--- src/rtl/chess_clock_multi.sv ---
// N-player chess clock with prescaled time base, move hand-off, saturating add-time and IDLE/RUN/PAUSED/FLAGGED control.
// Optional Fischer increment on each accepted move: define CHESS_CLOCK_INCREMENT_EN.
module chess_clock_multi #(
  parameter int N_PLAYERS = 2,
  parameter int TIME_W    = 16,
  parameter int INIT_TIME = 300,
  parameter int TICK_DIV  = 100,
  parameter int ADD_STEP  = 10,
  parameter int INCREMENT = 5,
  localparam int IDX_W    = (N_PLAYERS > 1) ? $clog2(N_PLAYERS) : 1
) (
  input  logic                          clk_i,
  input  logic                          rst_ni,
  input  logic                          start_i,
  input  logic                          pause_i,
  input  logic                          move_i,
  input  logic [N_PLAYERS-1:0]          add_time_i,
  output logic [N_PLAYERS*TIME_W-1:0]   player_time_o,
  output logic [N_PLAYERS-1:0]          player_flag_o,
  output logic [IDX_W-1:0]              active_o,
  output logic [1:0]                    state_o
);

  localparam int PW = (TICK_DIV > 1) ? $clog2(TICK_DIV) : 1;
  localparam logic [TIME_W-1:0] MAX_T  = '1;
  localparam logic [TIME_W-1:0] INIT_T = TIME_W'(INIT_TIME);
  localparam logic [PW-1:0]     LAST_P = PW'(TICK_DIV - 1);
  localparam logic [IDX_W-1:0]  LAST_A = IDX_W'(N_PLAYERS - 1);

  typedef enum logic [1:0] {
    IDLE    = 2'b00,
    RUN     = 2'b01,
    PAUSED  = 2'b10,
    FLAGGED = 2'b11
  } state_e;

  state_e                           state_q, state_d;
  logic [IDX_W-1:0]                 active_q, active_d;
  logic [PW-1:0]                    presc_q, presc_d;
  logic [N_PLAYERS-1:0][TIME_W-1:0] time_q, time_d;
  logic [N_PLAYERS-1:0]             flag_q, flag_d;
  logic                             tick_s;
  logic                             flag_now_s;
  logic                             add_en_s;
  logic [TIME_W-1:0]                cur_t_s;

  function automatic logic [TIME_W-1:0] sat_add(input logic [TIME_W-1:0] t,
                                                input logic [31:0] step);
    logic [TIME_W+32:0] s;
    s = {33'b0, t} + {{(TIME_W + 1){1'b0}}, step};
    if (s > {33'b0, MAX_T}) begin
      return MAX_T;
    end else begin
      return s[TIME_W-1:0];
    end
  endfunction

`ifndef CHESS_CLOCK_INCREMENT_EN
  localparam logic [31:0] INC_UNUSED = 32'(INCREMENT);
  logic unused_inc_s;
  assign unused_inc_s = ^INC_UNUSED;
`endif

  // Next-state logic for the control FSM, prescaler, times and flags.
  always_comb begin
    state_d    = state_q;
    active_d   = active_q;
    presc_d    = presc_q;
    time_d     = time_q;
    flag_d     = flag_q;
    flag_now_s = 1'b0;
    tick_s     = (presc_q == LAST_P);
    cur_t_s    = time_q[active_q];
    add_en_s   = (state_q == IDLE) || (state_q == PAUSED);

    for (int i = 0; i < N_PLAYERS; i++) begin
      if (add_en_s && add_time_i[i]) begin
        time_d[i] = sat_add(time_q[i], 32'(ADD_STEP));
      end else begin
        time_d[i] = time_q[i];
      end
    end

    case (state_q)
      IDLE: begin
        if (start_i) begin
          state_d = RUN;
          presc_d = '0;
        end else begin
          state_d = IDLE;
        end
      end
      RUN: begin
        if (!start_i) begin
          state_d = IDLE;
        end else if (pause_i) begin
          state_d = PAUSED;
        end else begin
          if (tick_s) begin
            presc_d = '0;
            if (cur_t_s != '0) begin
              time_d[active_q] = cur_t_s - TIME_W'(1);
              if (cur_t_s == TIME_W'(1)) begin
                flag_d[active_q] = 1'b1;
                state_d          = FLAGGED;
                flag_now_s       = 1'b1;
              end else begin
                state_d = RUN;
              end
            end else begin
              state_d = RUN;
            end
          end else begin
            presc_d = presc_q + PW'(1);
          end
          // Hand-off happens after this cycle's tick has been charged to the leaving player.
          if (move_i && !flag_now_s) begin
`ifdef CHESS_CLOCK_INCREMENT_EN
            time_d[active_q] = sat_add(time_d[active_q], 32'(INCREMENT));
`endif
            active_d = (active_q == LAST_A) ? '0 : active_q + IDX_W'(1);
            presc_d  = '0;
          end else begin
            active_d = active_q;
          end
        end
      end
      PAUSED: begin
        if (!start_i) begin
          state_d = IDLE;
        end else if (!pause_i) begin
          state_d = RUN;
        end else begin
          state_d = PAUSED;
        end
      end
      FLAGGED: begin
        state_d = FLAGGED;
        time_d  = time_q;
      end
      default: begin
        state_d = IDLE;
      end
    endcase
  end

  // State registers; async reset restores the initial game setup.
  always_ff @(posedge clk_i or negedge rst_ni) begin
    if (!rst_ni) begin
      state_q  <= IDLE;
      active_q <= '0;
      presc_q  <= '0;
      time_q   <= {N_PLAYERS{INIT_T}};
      flag_q   <= '0;
    end else begin
      state_q  <= state_d;
      active_q <= active_d;
      presc_q  <= presc_d;
      time_q   <= time_d;
      flag_q   <= flag_d;
    end
  end

  assign player_time_o = time_q;
  assign player_flag_o = flag_q;
  assign active_o      = active_q;
  assign state_o       = state_q;

endmodule

--- config.mk ---
export PLATFORM = sky130hd
export DESIGN_NAME = chess_clock_multi
export DESIGN_NICKNAME = d
export VERILOG_FILES = /design/src/rtl/chess_clock_multi.sv
export SDC_FILE = /design/constraint.sdc
export NUM_CORES = 1
export LEC_CHECK = 0
export CAP_MARGIN = 25
export CORE_ASPECT_RATIO = 0.9
export CORE_UTILIZATION = 57
export CTS_CLUSTER_SIZE = 10
export DETAILED_ROUTE_END_ITERATION = 6
export PLACE_DENSITY = 0.85
export SLEW_MARGIN = 5
export SYNTH_ARGS = -nofsm -noshare
export SYNTH_HDL_FRONTEND = slang
export SYNTH_SLANG_ARGS = --single-unit
export TNS_END_PERCENT = 1
--- constraint.sdc ---
create_clock -name clk_i -period 4.3 [get_ports clk_i]
set_clock_uncertainty 0.2 [all_clocks]
set_input_delay 1.075 -clock clk_i [delete_from_list [all_inputs] [get_ports clk_i]]
set_output_delay 1.075 -clock clk_i [all_outputs]
set_load 0.03 [all_outputs]
==> impl_summary.log <==
INFO  metric run_status = completed
INFO  metric hold_start = player_flag_o[1]$_DFFE_PN0P_
INFO  metric layout.cells.most_common = sky130_fd_sc_hd__nand2_1
INFO  metric worst_r2r_path_depth = 8
INFO  metric timing.fmax = around 0.27 GHz
INFO  metric synth.yosys.seq_area_share = 0.301
INFO  metric floorplan.rows = 27
INFO  metric cts-resized-gates = 0
INFO  metric fin_total_pwr = 2460 uW
INFO  metric cts.path.max_buffers = 2
INFO  metric clock_latency = roughly 0.31 ns
INFO  metric ys_async_sr_fraction = 1.00
INFO  metric fp.coreArea = around 6200 um2
INFO  metric die_w = about 87 um
INFO  metric cp-end-kind = register
INFO  metric post_cts.repair.setup_buffers = 0
INFO  metric detail_route.wirelength = between 10000 and 15000 um
INFO  metric vias_per_cell = 6.69
INFO  metric hold_endpoint = player_flag_o[1]$_DFFE_PN0P_
INFO  metric hpwlAfterDp = between 7000 and 8000 um
INFO  metric hold_class = reg -> reg
INFO  metric count_of_fill_cells_added_during_filler_insertion = approximately 530
INFO  metric layout_common_cells = sky130_fd_sc_hd__nand2_1, sky130_fd_sc_hd__clkdlybuf4s50_1, sky130_fd_sc_hd__o21ai_0, sky130_fd_sc_hd__dfrtp_1, sky130_fd_sc_hd__nor2_1
INFO  metric cp.arrival = 3.61 ns
INFO  metric timing.critical_path.fanout_max = 19
INFO  metric final_util = 0.688
INFO  metric initial_core_util = 0.597
INFO  metric syn_area = 3690 um2
INFO  metric reg2reg_from = active_o$_DFFE_PN0P_
INFO  metric cts.reportedPaths.clkPinSlew = around 0.09 ns
INFO  metric floorplan.die.height = just under 80 um
INFO  metric synth_top_flop_cell = sky130_fd_sc_hd__dfrtp_1
INFO  metric number_of_enable_type_register_cells_in_the_synthesized_netlist = 0
INFO  metric holdPathStages = 1
INFO  metric timing.setup.tns = 0 ns
INFO  metric drt-pass1-iter-count = 5
INFO  metric count_of_hold_fix_buffers_inserted_at_cts = 0
INFO  metric synth_top_area_cell = sky130_fd_sc_hd__dfrtp_1
INFO  metric worst-slew-pin-transition = ~0.77 ns
INFO  metric drv_slew = 0
INFO  metric timing.critical_path.required = 4.27 ns
INFO  metric timing.final.crit_period = roughly 3.6 ns
INFO  metric power-per-cell-area = around 580 nW/um2
INFO  metric r2r_slack = ~0.66 ns
INFO  metric postSynthRegisterBits = 44
INFO  metric regToRegEndpoint = player_time_o[13]$_DFFE_PN0N_
INFO  metric ios = 44
INFO  metric critical_path.startpoint_type = register
INFO  metric syn2layout_area_growth = 15.1%
INFO  metric cts.htree.levels = 2
INFO  metric ant_nets = 0
INFO  metric power.ir.vdd_worst = around 0.35 mV
INFO  metric final_replace_weighted_congestion = roughly 0.94
INFO  metric synthesis.nets = 480
INFO  metric drive_gt1_frac = 0.0798
INFO  metric grt_overflow = 0
INFO  metric routed_len_inst = between 15 and 20 um
INFO  metric pin_count_of_the_biggest_net_entering_global_routing = 45
INFO  metric grt_antenna_before_repair = 0
INFO  metric tritoncts = yes
INFO  metric diodes = 0
INFO  metric grt_pass1_vias = 3479
INFO  metric route.vias.total = roughly 3900
INFO  metric maxSlewHeadroom = 0.485
INFO  metric wire_length_of_the_first_global_routing_pass = ~17000 um
INFO  metric clock-sinks = 44
INFO  metric timing.setup.critical_path_class = reg -> reg
INFO  metric synthTopCellsByArea = sky130_fd_sc_hd__dfrtp_1, sky130_fd_sc_hd__dfstp_2, sky130_fd_sc_hd__nand2_1
INFO  metric grt_use_total = 0.329
INFO  metric number_of_distinct_library_cells_after_synthesis = 70
INFO  metric power_leakage = approximately 0.0016 uW
INFO  metric timing.final.setup_violations = 0
INFO  metric cts_inserted_buffers = 5
INFO  metric syn-instance-count = 466
INFO  metric die_area = around 6800 um2
INFO  metric synthesis.yosys.warnings = 0
INFO  metric hold_violations = 0
INFO  metric grt_setup_unrepaired = false
INFO  metric route.detailed.drc = 0
INFO  metric num-nets-final = about 500
INFO  metric detail_route.iter0.violations = between 400 and 500
INFO  metric cts.root.buffer_cell = sky130_fd_sc_hd__clkbuf_8
INFO  metric post-route-period-util = 0.848
INFO  metric fraction_of_synthesized_cell_area_taken_by_the_top_area_cell_type = 0.244
INFO  metric port_buffer_count = 43
INFO  metric synth_area_per_cell = roughly 7.9 um2
INFO  metric timing.max_cap.violations = 0
-- flip-flops by register name, indices dropped and copies added, names as in the netlist --
register and flops:
presc_q 7, player_time_o 32, active_o 1, player_flag_o 2
state_o 2
-- layout make-up --
cell class | count | area, um2 | area share
clock buffer | 6 | 82.6 | 0.0194
clock inverter | 2 | 38.8 | 0.00912
inverter | 5 | 18.8 | 0.00441
multi-input combinational | 382 | 2400 | 0.565
sequential | 44 | 1110 | 0.261
tap | 87 | 109 | 0.0256
timing repair buffer | 50 | 490 | 0.115
-- power breakdown --
part	total (uW)	switching (uW)	internal (uW)
logic	1260	720	538
registers	859	314	545
clock network	345	155	190
-- worst max path at each step --
stage | start | endpoint | slack (ns) | depth (start not counted)
after CTS | active_o$_DFFE_PN0P_ | player_time_o[13]$_DFFE_PN0N_ | 0.70 | 8
after global placement | start_i | player_time_o[13]$_DFFE_PN0N_ | 0.65 | 7
after global routing | active_o$_DFFE_PN0P_ | player_time_o[4]$_DFFE_PN0N_ | 0.46 | 8
after floorplan | active_o$_DFFE_PN0P_ | player_time_o[14]$_DFFE_PN0N_ | 0.41 | 14
final | active_o$_DFFE_PN0P_ | player_time_o[13]$_DFFE_PN0N_ | 0.66 | 8
after detailed placement | start_i | player_time_o[11]$_DFFE_PN0N_ | 0.56 | 6
-- synthesized netlist by cell type (all sizes together), types with 4 or more instances --
cell and instances:
nand2 52, o21ai 38, dfrtp 36, nor2 36
a21oi 28, clkbuf 25, nor3 20, xnor2 20
nand3 14, nand4 14, buf 10, mux2i 10
o211ai 10, or3 10, xor2 9, dfstp 8
a31oi 7, ha 7, nor2b 7, a211oi 6
a21o 6, and3 6, and4 5, inv 5
nor3b 5, o22ai 5, or2 5, and2 4
nand3b 4, o221ai 4, or3b 4
-- cells by family after synthesis --
group                    count (synthesis)  share of synthesized area
AND/OR/NAND/NOR                        202                      0.292
AO/OA/AOI/OAI                          132                      0.233
flip-flops                              44                      0.301
buffers and inverters                   40                     0.0488
XOR/XNOR                                29                     0.0688
multiplexers                            12                     0.0332
adder cells (fa/ha/maj)                  7                     0.0237
-- critical path, cell delays in order, from the launching register on --
cell	delay [ns]
sky130_fd_sc_hd__dfrtp_1	0.52
sky130_fd_sc_hd__buf_4	0.27
sky130_fd_sc_hd__or4_1	0.58
sky130_fd_sc_hd__a222oi_1	0.66
sky130_fd_sc_hd__and4_4	0.38
sky130_fd_sc_hd__or3_1	0.54
sky130_fd_sc_hd__a21oi_1	0.14
sky130_fd_sc_hd__o22ai_1	0.16
sky130_fd_sc_hd__a21oi_1	0.06
-- per-layer routing --
layer	vias to the layer above	GRT usage	share of wire
li1	1776	-	-
met1	1829	0.474	0.43
met2	233	0.498	0.45
met3	15	0.0578	0.10
met4	0	0.107	0.011
met5	-	0	0
-- through the flow --
step | worst slack (ns) | cell area, um2 | hold WS (ns) | instances
2_1_floorplan | 0.405 | 3690 | 0.292 | 466
3_3_place_gp | 0.646 | 4110 | 0.277 | 567
3_5_place_dp | 0.562 | 4110 | 0.267 | 567
4_1_cts | 0.697 | 4230 | 0.290 | 575
5_1_grt | 0.458 | 4250 | 0.316 | 576
6_report | 0.655 | 4250 | 0.294 | 576
No activity file was read; power rests on OpenSTA's default activity.
